### config.mk
export PLATFORM = sky130hd
export DESIGN_NAME = core_id_pipe
export DESIGN_NICKNAME = d
export VERILOG_FILES = /design/src/rtl/core_id_pipe.sv
export SDC_FILE = /design/constraint.sdc
export NUM_CORES = 2
export LEC_CHECK = 0
export CORE_ASPECT_RATIO = 0.6
export CORE_MARGIN = 3
export CORE_UTILIZATION = 44
export CTS_CLUSTER_DIAMETER = 80
export DETAILED_ROUTE_END_ITERATION = 7
export SETUP_SLACK_MARGIN = 0.1
export SLEW_MARGIN = 30
export SYNTH_ARGS = -nofsm -noshare
export SYNTH_HDL_FRONTEND = slang
export SYNTH_SLANG_ARGS = --single-unit
### constraint.sdc
create_clock -name i_clk -period 7.05 [get_ports i_clk]
set_clock_uncertainty 0.2 [all_clocks]
set_input_delay 1.0575 -clock i_clk [delete_from_list [all_inputs] [get_ports i_clk]]
set_output_delay 1.0575 -clock i_clk [all_outputs]
set_load 0.01 [all_outputs]
### src/rtl/core_id_pipe.sv
// Decode stage with ID/EX pipeline register, load-use stall, flush and a
// write-first register file; held operands are refreshed by late write-backs.
module core_id_pipe #(
  parameter int unsigned XLEN = 32,
  parameter int unsigned NREG = 32
) (
  input  logic            i_clk,
  input  logic            i_rst_n,
  input  logic            i_valid,
  output logic            o_ready,
  input  logic [31:0]     i_instr,
  input  logic [XLEN-1:0] i_pc,
  input  logic            i_flush,
  input  logic            i_ex_valid,
  input  logic            i_ex_mem_read,
  input  logic [4:0]      i_ex_rd,
  input  logic            i_wb_reg_write,
  input  logic [4:0]      i_wb_rd,
  input  logic [XLEN-1:0] i_rd_din,
  output logic            o_valid,
  input  logic            i_ready,
  output logic [XLEN-1:0] o_pc,
  output logic [6:0]      o_opcode,
  output logic [2:0]      o_funct3,
  output logic [6:0]      o_funct7,
  output logic [4:0]      o_rd,
  output logic [4:0]      o_rs1,
  output logic [4:0]      o_rs2,
  output logic [XLEN-1:0] o_imm,
  output logic [XLEN-1:0] o_rs1_dout,
  output logic [XLEN-1:0] o_rs2_dout,
  output logic            o_illegal
);

  localparam int unsigned AW = (NREG > 1) ? $clog2(NREG) : 1;

  localparam logic [6:0] OP_LUI    = 7'b0110111;
  localparam logic [6:0] OP_AUIPC  = 7'b0010111;
  localparam logic [6:0] OP_JAL    = 7'b1101111;
  localparam logic [6:0] OP_JALR   = 7'b1100111;
  localparam logic [6:0] OP_BRANCH = 7'b1100011;
  localparam logic [6:0] OP_LOAD   = 7'b0000011;
  localparam logic [6:0] OP_STORE  = 7'b0100011;
  localparam logic [6:0] OP_IMM    = 7'b0010011;
  localparam logic [6:0] OP_OP     = 7'b0110011;
  localparam logic [6:0] OP_MISC   = 7'b0001111;
  localparam logic [6:0] OP_SYSTEM = 7'b1110011;

  function automatic logic in_range(input logic [4:0] idx);
    return 32'(idx) < NREG;
  endfunction

  logic [6:0]        opcode;
  logic [4:0]        rd, rs1, rs2;
  logic              uses_rs1, uses_rs2, writes_rd, known_op;
  logic signed [31:0] imm;
  logic              illegal, hazard, wr_en, load_en;
  logic [XLEN-1:0]   rs1_data, rs2_data;
  logic [XLEN-1:0]   rf [NREG];

  assign opcode = i_instr[6:0];
  assign rd     = i_instr[11:7];
  assign rs1    = i_instr[19:15];
  assign rs2    = i_instr[24:20];

  // Operand usage and immediate format per base opcode
  always_comb begin : decode
    uses_rs1  = 1'b1;
    uses_rs2  = 1'b0;
    writes_rd = 1'b1;
    known_op  = 1'b1;
    imm       = '0;
    case (opcode)
      OP_LUI, OP_AUIPC: begin
        uses_rs1 = 1'b0;
        imm      = {i_instr[31:12], 12'b0};
      end
      OP_JAL: begin
        uses_rs1 = 1'b0;
        imm      = 32'($signed({i_instr[31], i_instr[19:12], i_instr[20], i_instr[30:21], 1'b0}));
      end
      OP_JALR, OP_LOAD, OP_IMM, OP_MISC, OP_SYSTEM:
        imm = 32'($signed(i_instr[31:20]));
      OP_STORE: begin
        uses_rs2  = 1'b1;
        writes_rd = 1'b0;
        imm       = 32'($signed({i_instr[31:25], i_instr[11:7]}));
      end
      OP_BRANCH: begin
        uses_rs2  = 1'b1;
        writes_rd = 1'b0;
        imm       = 32'($signed({i_instr[31], i_instr[7], i_instr[30:25], i_instr[11:8], 1'b0}));
      end
      OP_OP:
        uses_rs2 = 1'b1;
      default: begin
        known_op  = 1'b0;
        writes_rd = 1'b0;
      end
    endcase
  end

  assign illegal = ~known_op
                 | (uses_rs1  & ~in_range(rs1))
                 | (uses_rs2  & ~in_range(rs2))
                 | (writes_rd & ~in_range(rd));

  assign hazard = i_valid & i_ex_valid & i_ex_mem_read & (i_ex_rd != 5'd0)
                & ((uses_rs1 & (rs1 == i_ex_rd)) | (uses_rs2 & (rs2 == i_ex_rd)));

  assign o_ready = i_flush | ((~o_valid | i_ready) & ~hazard);
  assign load_en = ~o_valid | i_ready;
  assign wr_en   = i_wb_reg_write & (i_wb_rd != 5'd0) & in_range(i_wb_rd);

  // Register file storage; x0 is a constant zero entry
  assign rf[0] = '0;
  for (genvar g = 1; g < NREG; g++) begin : g_rf
    logic [XLEN-1:0] q;
    always_ff @(posedge i_clk or negedge i_rst_n) begin
      if (!i_rst_n)
        q <= '0;
      else if (wr_en && (i_wb_rd == 5'(g)))
        q <= i_rd_din;
    end
    assign rf[g] = q;
  end

  // Write-first read ports
  always_comb begin : rf_read
    rs1_data = in_range(rs1) ? rf[AW'(rs1)] : '0;
    rs2_data = in_range(rs2) ? rf[AW'(rs2)] : '0;
    if (wr_en && (i_wb_rd == rs1)) rs1_data = i_rd_din;
    if (wr_en && (i_wb_rd == rs2)) rs2_data = i_rd_din;
  end

  always_ff @(posedge i_clk or negedge i_rst_n) begin : id_ex
    if (!i_rst_n) begin
      o_valid    <= 1'b0;
      o_pc       <= '0;
      o_opcode   <= '0;
      o_funct3   <= '0;
      o_funct7   <= '0;
      o_rd       <= '0;
      o_rs1      <= '0;
      o_rs2      <= '0;
      o_imm      <= '0;
      o_rs1_dout <= '0;
      o_rs2_dout <= '0;
      o_illegal  <= 1'b0;
    end else if (i_flush) begin
      o_valid <= 1'b0;
    end else if (load_en) begin
      o_valid <= i_valid & ~hazard;
      if (i_valid && !hazard) begin
        o_pc       <= i_pc;
        o_opcode   <= opcode;
        o_funct3   <= i_instr[14:12];
        o_funct7   <= i_instr[31:25];
        o_rd       <= rd;
        o_rs1      <= rs1;
        o_rs2      <= rs2;
        o_imm      <= known_op ? XLEN'(imm) : '0;
        o_rs1_dout <= rs1_data;
        o_rs2_dout <= rs2_data;
        o_illegal  <= illegal;
      end
    end else begin
      // Held payload: pick up a write-back that lands while EX is stalled
      if (i_wb_reg_write && (i_wb_rd != 5'd0) && (i_wb_rd == o_rs1)) o_rs1_dout <= i_rd_din;
      if (i_wb_reg_write && (i_wb_rd != 5'd0) && (i_wb_rd == o_rs2)) o_rs2_dout <= i_rd_din;
    end
  end

endmodule

* Yosys cells after proc, flatten, opt, wreduce, memory -nomap -nowiden *
Index checks and enable logic that the tools add are counted.

operators by class
  $add $sub $neg = 0
  multiply operators = 0
  divide/modulo/power cells = 0
  $lt $le $gt $ge = 2
  equal/unequal tests = 49
  shift operators = 0
  mux-type cells = 21
  bitwise operators = 18
  reduce and logical (&&, ||, !) cells = 51

operators by type and width
  kind                                                      number
  two-way mux 32 bit                                        13
  binary-select mux 32 bit (select 5 bit)                   2
  one-hot mux 32 bit (5 select lines)                       1
  == test 5 bit, second input constant                      16
  == test 5 x 4 -> 1 bit, second input constant             8
  logical AND 1 bit                                         37
  == test 5 bit                                             6
  == test 7 bit, second input constant                      4
  == test 7 x 6 -> 1 bit, second input constant             3
  == test 5 x 3 -> 1 bit, second input constant             4
  == test 7 x 5 -> 1 bit, second input constant             2
  greater-or-equal comparator 6 bit, second input constant  2
  inverter 5 -> 6 bit                                       2
  OR reduction 11 bit                                       1
  == test 5 x 2 -> 1 bit, second input constant             2
  nonzero test 5 bit                                        2
  bitwise AND 1 bit                                         9
  AND reduction 3 bit                                       3
  == test 7 x 2 -> 1 bit, second input constant             1
  == test 7 x 4 -> 1 bit, second input constant             1
  nonzero test 2 bit                                        3
  OR reduction 3 bit                                        2
  == test 5 x 1 -> 1 bit, second input constant             1
  two-way mux 1 bit                                         5
  6 further kinds                                           11

storage, ports and cells
  register bits = 1154
  latch bits = 0
  bits in writable memories = 0
  bits in read-only memories = 0
  bits of input ports = 114
  logic and storage cells = 184
  memories kept = 0

* Longest topological paths before layout *
  depth after elaboration = 10
  mapped depth = 11
  mapped depth without buffers = 6

* Least setup slack after synthesis *
OpenSTA, ideal clock, no wires.

  kind = input port to output port
  start point = in i_instr[2]
  end point = out o_ready
  data arrival time = 2.551 ns
  path slack = 3.241 ns
  stages on the path = 7
  cell sequence = buf_2 -> nor2_4 -> nand3_1 -> a2111oi_2 -> o2111ai_4 -> or2_2 -> a21o_1

between the ends
  cells in the longest elaborated chain, start to end = 9
  elaborated cells between the ends (all ways) = 17
  classes of those cells = eq/ne: 6; mux: 2; bitwise: 7; reduce/logical: 2

RTL lines
  what                                   line  RTL
  start: declaration                     11    input logic [31:0] i_instr,
  == test 7 bit (tied with other cells)  73    case (opcode)
  OR reduction 3 bit (no source line)    -
  two-way mux 1 bit                      73
  bitwise AND 1 bit                      109   & ((uses_rs1 & (rs1 == i_ex_rd)) | (uses_rs2 & (rs2 == i_ex_rd)));
  bitwise OR 1 bit (*)                   109
  bitwise AND 1 bit (*)                  109
  inverter 1 bit (*)                     111   assign o_ready = i_flush | ((~o_valid | i_ready) & ~hazard);
  bitwise AND 1 bit (*)                  111
  bitwise OR 1 bit (*)                   111
  end: declaration                       10    output logic o_ready,

Mark *: on every way between the ends. The rest lies on a longest branch, timed or not.

* Worst setup path after layout *
  start point = in i_instr[6]
  end point = out o_ready

Same word-level chain as after synthesis.

==> impl_metrics.py <==
metrics = {
    "clock_network": {
        "holdBufCountCts": 0,
        "clk_transition_reported_paths_ns": 0.06,
        "clock-root-buffer": "sky130_fd_sc_hd__clkbuf_16",
        "ctsLongestPathBuffers": 3,
        "clock_tree_from_tritoncts": "yes",
        "htree_levels": 3,
        "cts_inserted_buffers": 112,
        "post_cts_resize_count": 0,
        "clock_latency_ns": 0.74,
        "postCtsSetupRepairBufs": 0,
        "clock_sink_count": 1154,
    },
    "sta": {
        "grt_setup_unrepaired": "false",
        "setup_tns_ns": 0,
        "finalMaxSlewViolations": 0,
        "worst_pin_slew_ns": 1.09,
        "timing.final.crit_period_ns": 5.21,
        "final_count_of_negative_setup_slack_endpoints": 0,
        "finalCritPeriodShare_pct": 73.9,
        "hold_violations": 0,
        "relSlewSlack_pct": 27.1,
        "fmax_mhz": 192,
    },
    "die": {
        "rows": 105,
        "initial_core_utilization_pct": 44.8,
        "die_width_um": 490,
        "die_area_um2": 145000,
        "top_level_ports": 277,
        "fp.dieH_um": 296,
        "core_um2": 138000,
    },
    "detailed_routing": {
        "viasPerCell": 6.35,
        "first_pass_iters": 6,
        "antenna_left": 0,
        "drcViolationCount": 0,
        "detailedRoute.firstIterationViolations": 4457,
        "vias": 42717,
        "detail_route.wirelength_mm": 209,
        "post_drt_wl_per_cell_um": 31.1,
    },
    "power_and_ir_drop": {
        "ir_drop_mv": 0.196,
        "power.leakage_nw": 30.5,
        "power.density_nw_per_um2": 279,
    },
    "place": {
        "globalplace.congestion": 0.851,
        "hpwlAfterDp_mm": 124,
        "port_buffers": 276,
    },
    "critical_path": {
        "reg2reg_setup_slack_ns": 3.97,
        "crit_type": "input port to output port",
        "timing.critical_path.fanout_max": 14,
        "cp.required_ns": 5.79,
        "cp_data_arrival_time_ns": 3.95,
        "worst-r2r-cell-count": 5,
        "startpoint_type": "input port",
        "r2r-end": "o_funct7[2]",
        "timing.critical_path.to_type": "output port",
        "crit-reg2reg-launch": "o_valid",
    },
    "flow_run": {
        "maxCapViolations": 0,
    },
    "layout": {
        "layout-area-overhead-vs-synth_pct": 13.1,
        "layout.cells.most_common_list": "sky130_fd_sc_hd__mux2_2, sky130_fd_sc_hd__dfrtp_1, sky130_fd_sc_hd__mux2i_1",
        "layout-drive-gt1-share_pct": 36.8,
        "nets": 4922,
        "final_core_utilization_pct": 50.6,
        "final_common_cell": "sky130_fd_sc_hd__mux2_2",
    },
    "synth": {
        "mappedNetlistNets": 4869,
        "synth_top_area_share_pct": 46.8,
        "ys.flop_type": "sky130_fd_sc_hd__dfrtp_1",
        "ys_ff_latch": 1154,
        "synthTopCellsByArea": "sky130_fd_sc_hd__dfrtp_1, sky130_fd_sc_hd__mux2_2, sky130_fd_sc_hd__mux2i_1",
        "syn_inst_count": 4755,
        "syn-mean-instance-area_um2": 13.0,
        "netlist.top_cell.by_area": "sky130_fd_sc_hd__dfrtp_1",
        "mappedNetlistArea_um2": 61800,
        "yosysUniqueCellTypes": 67,
        "ys_async_sr_fraction_pct": 100,
        "yosysWarningCount": 0,
        "ys_seq_area_share_pct": 46.8,
        "synth-edff-count": 0,
    },
    "worst_hold_path": {
        "hold_path_class": "input port to async pin",
    },
    "global_routing": {
        "gr-usage-met1_pct": 43.3,
        "grt_pass1_wl_mm": 306,
        "top_usage_layer": "met1",
        "use_met3_pct": 6.65,
        "overflow": 0,
        "aggregate_global_route_resource_usage_pct": 28.6,
        "use_met2_pct": 41.3,
        "grt_antenna_before_repair": 5,
        "first_global_vias": 41980,
        "grt_start_max_net_pins": 143,
    },
    "outcome": {
        "result_of_the_run": "finished, final reports clean",
    },
}
==> how the worst max path moves through the flow <==
stage / start / slack (ns) / to
floorplan: i_instr[2] / 3.24 / o_ready
global placement: i_instr[6] / 1.85 / o_ready
detailed placement: i_instr[6] / 1.85 / o_ready
CTS: i_instr[6] / 1.86 / o_ready
global route: i_instr[6] / 1.73 / o_ready
finish: i_instr[6] / 1.84 / o_ready
==> power breakdown <==
part / switching, mW / total [mW] / internal, mW
clock network: 2.78 / 6.42 / 3.64
logic: 1.85 / 4.19 / 2.34
registers: 0.984 / 8.89 / 7.91
total: 5.61 / 19.5 / 13.9
==> per-layer routing <==
metal	part of all wire [%]	up-vias	routed length [um]
met2	43	1855	89100
met1	46	22544	96200
met3	8.9	321	18700
met5	0.0062	-	13
met4	2.5	2	5230
li1	-	17995	-
==> synth_stat cells, types with 12 or more instances <==
master                      count
sky130_fd_sc_hd__a2111oi_0     15
sky130_fd_sc_hd__a211oi_1      70
sky130_fd_sc_hd__a211oi_2      14
sky130_fd_sc_hd__a21oi_1      135
sky130_fd_sc_hd__a22o_1        50
sky130_fd_sc_hd__a22oi_1       48
sky130_fd_sc_hd__a41oi_1       24
sky130_fd_sc_hd__buf_1         49
sky130_fd_sc_hd__buf_2        109
sky130_fd_sc_hd__buf_4         61
sky130_fd_sc_hd__buf_6         27
sky130_fd_sc_hd__clkbuf_1     235
sky130_fd_sc_hd__dfrtp_1     1154
sky130_fd_sc_hd__inv_1         31
sky130_fd_sc_hd__mux2_1        64
sky130_fd_sc_hd__mux2_2      1185
sky130_fd_sc_hd__mux2i_1      549
sky130_fd_sc_hd__mux4_2       168
sky130_fd_sc_hd__nand2_1      125
sky130_fd_sc_hd__nand2b_1      12
sky130_fd_sc_hd__nor2_1        82
sky130_fd_sc_hd__nor2b_1       66
sky130_fd_sc_hd__nor3_1        83
sky130_fd_sc_hd__nor4_1        35
sky130_fd_sc_hd__o21ai_0       45
sky130_fd_sc_hd__o221ai_1      22
sky130_fd_sc_hd__o22ai_1      148
sky130_fd_sc_hd__o41ai_1       30
sky130_fd_sc_hd__xnor2_1       25
==> registers in the layout (all words and copies together), names as in the netlist <==
signal	flops
o_opcode	7
o_valid	1
o_rs1_dout	32
o_funct7	7
o_rs2_dout	32
o_rd	5
o_imm	32
o_illegal	1
o_pc	32
o_funct3	3
g_rf.q	992
o_rs1	5
o_rs2	5
==> worst max-delay path, stage by stage <==
cell                              delay, ns
sky130_fd_sc_hd__clkdlybuf4s50_1       0.82
sky130_fd_sc_hd__nor4_2                0.11
sky130_fd_sc_hd__buf_4                 0.21
sky130_fd_sc_hd__nor4_1                0.44
sky130_fd_sc_hd__o2111ai_4             0.29
sky130_fd_sc_hd__or2_2                 0.35
sky130_fd_sc_hd__a21o_1                0.18
sky130_fd_sc_hd__clkdlybuf4s50_1       0.48
==> logic make-up (layout without fill, tap and decap cells) <==
logic type             Yosys count  after routing  synth area share [%]
flip-flops                    1154           1154                  46.8
other                            0              3                     0
multiplexers                  1966           1966                  37.8
XOR/XNOR                        30             30                 0.426
AND/OR/NAND/NOR                441            441                  3.51
buffers and inverters          517            665                  4.16
AO/OA/AOI/OAI                  647            647                  7.34
==> layout make-up <==
| class | count | area, um^2 |
|---|---|---|
| fillers | 11763 | 68100 |
| multi-input cells | 3084 | 30600 |
| flip-flops and latches | 1154 | 28900 |
| repair buffers | 425 | 4100 |
| clock buffers | 153 | 3220 |
| well taps | 1819 | 2280 |
| clock inverters | 56 | 629 |
| inverters | 31 | 116 |
| diodes | 3 | 7.51 |
==> per-stage QoR <==
| stage | instances | setup slack (ns) | total power, mW | hold slack [ns] | area (um^2) |
|---|---|---|---|---|---|
| global route | 6723 | 1.73 | 20.4 | 0.118 | 69800 |
| CTS | 6720 | 1.86 | 19.6 | 0.0903 | 69800 |
| floorplan | 4755 | 3.24 | 11.6 | 0.275 | 61800 |
| global placement | 6506 | 1.85 | 13.0 | 0.273 | 65800 |
| detailed placement | 6511 | 1.85 | 13.1 | 0.280 | 65900 |
| finish | 6725 | 1.84 | 19.5 | 0.0952 | 69800 |
Note: power is estimated with default switching activity, not from simulation.
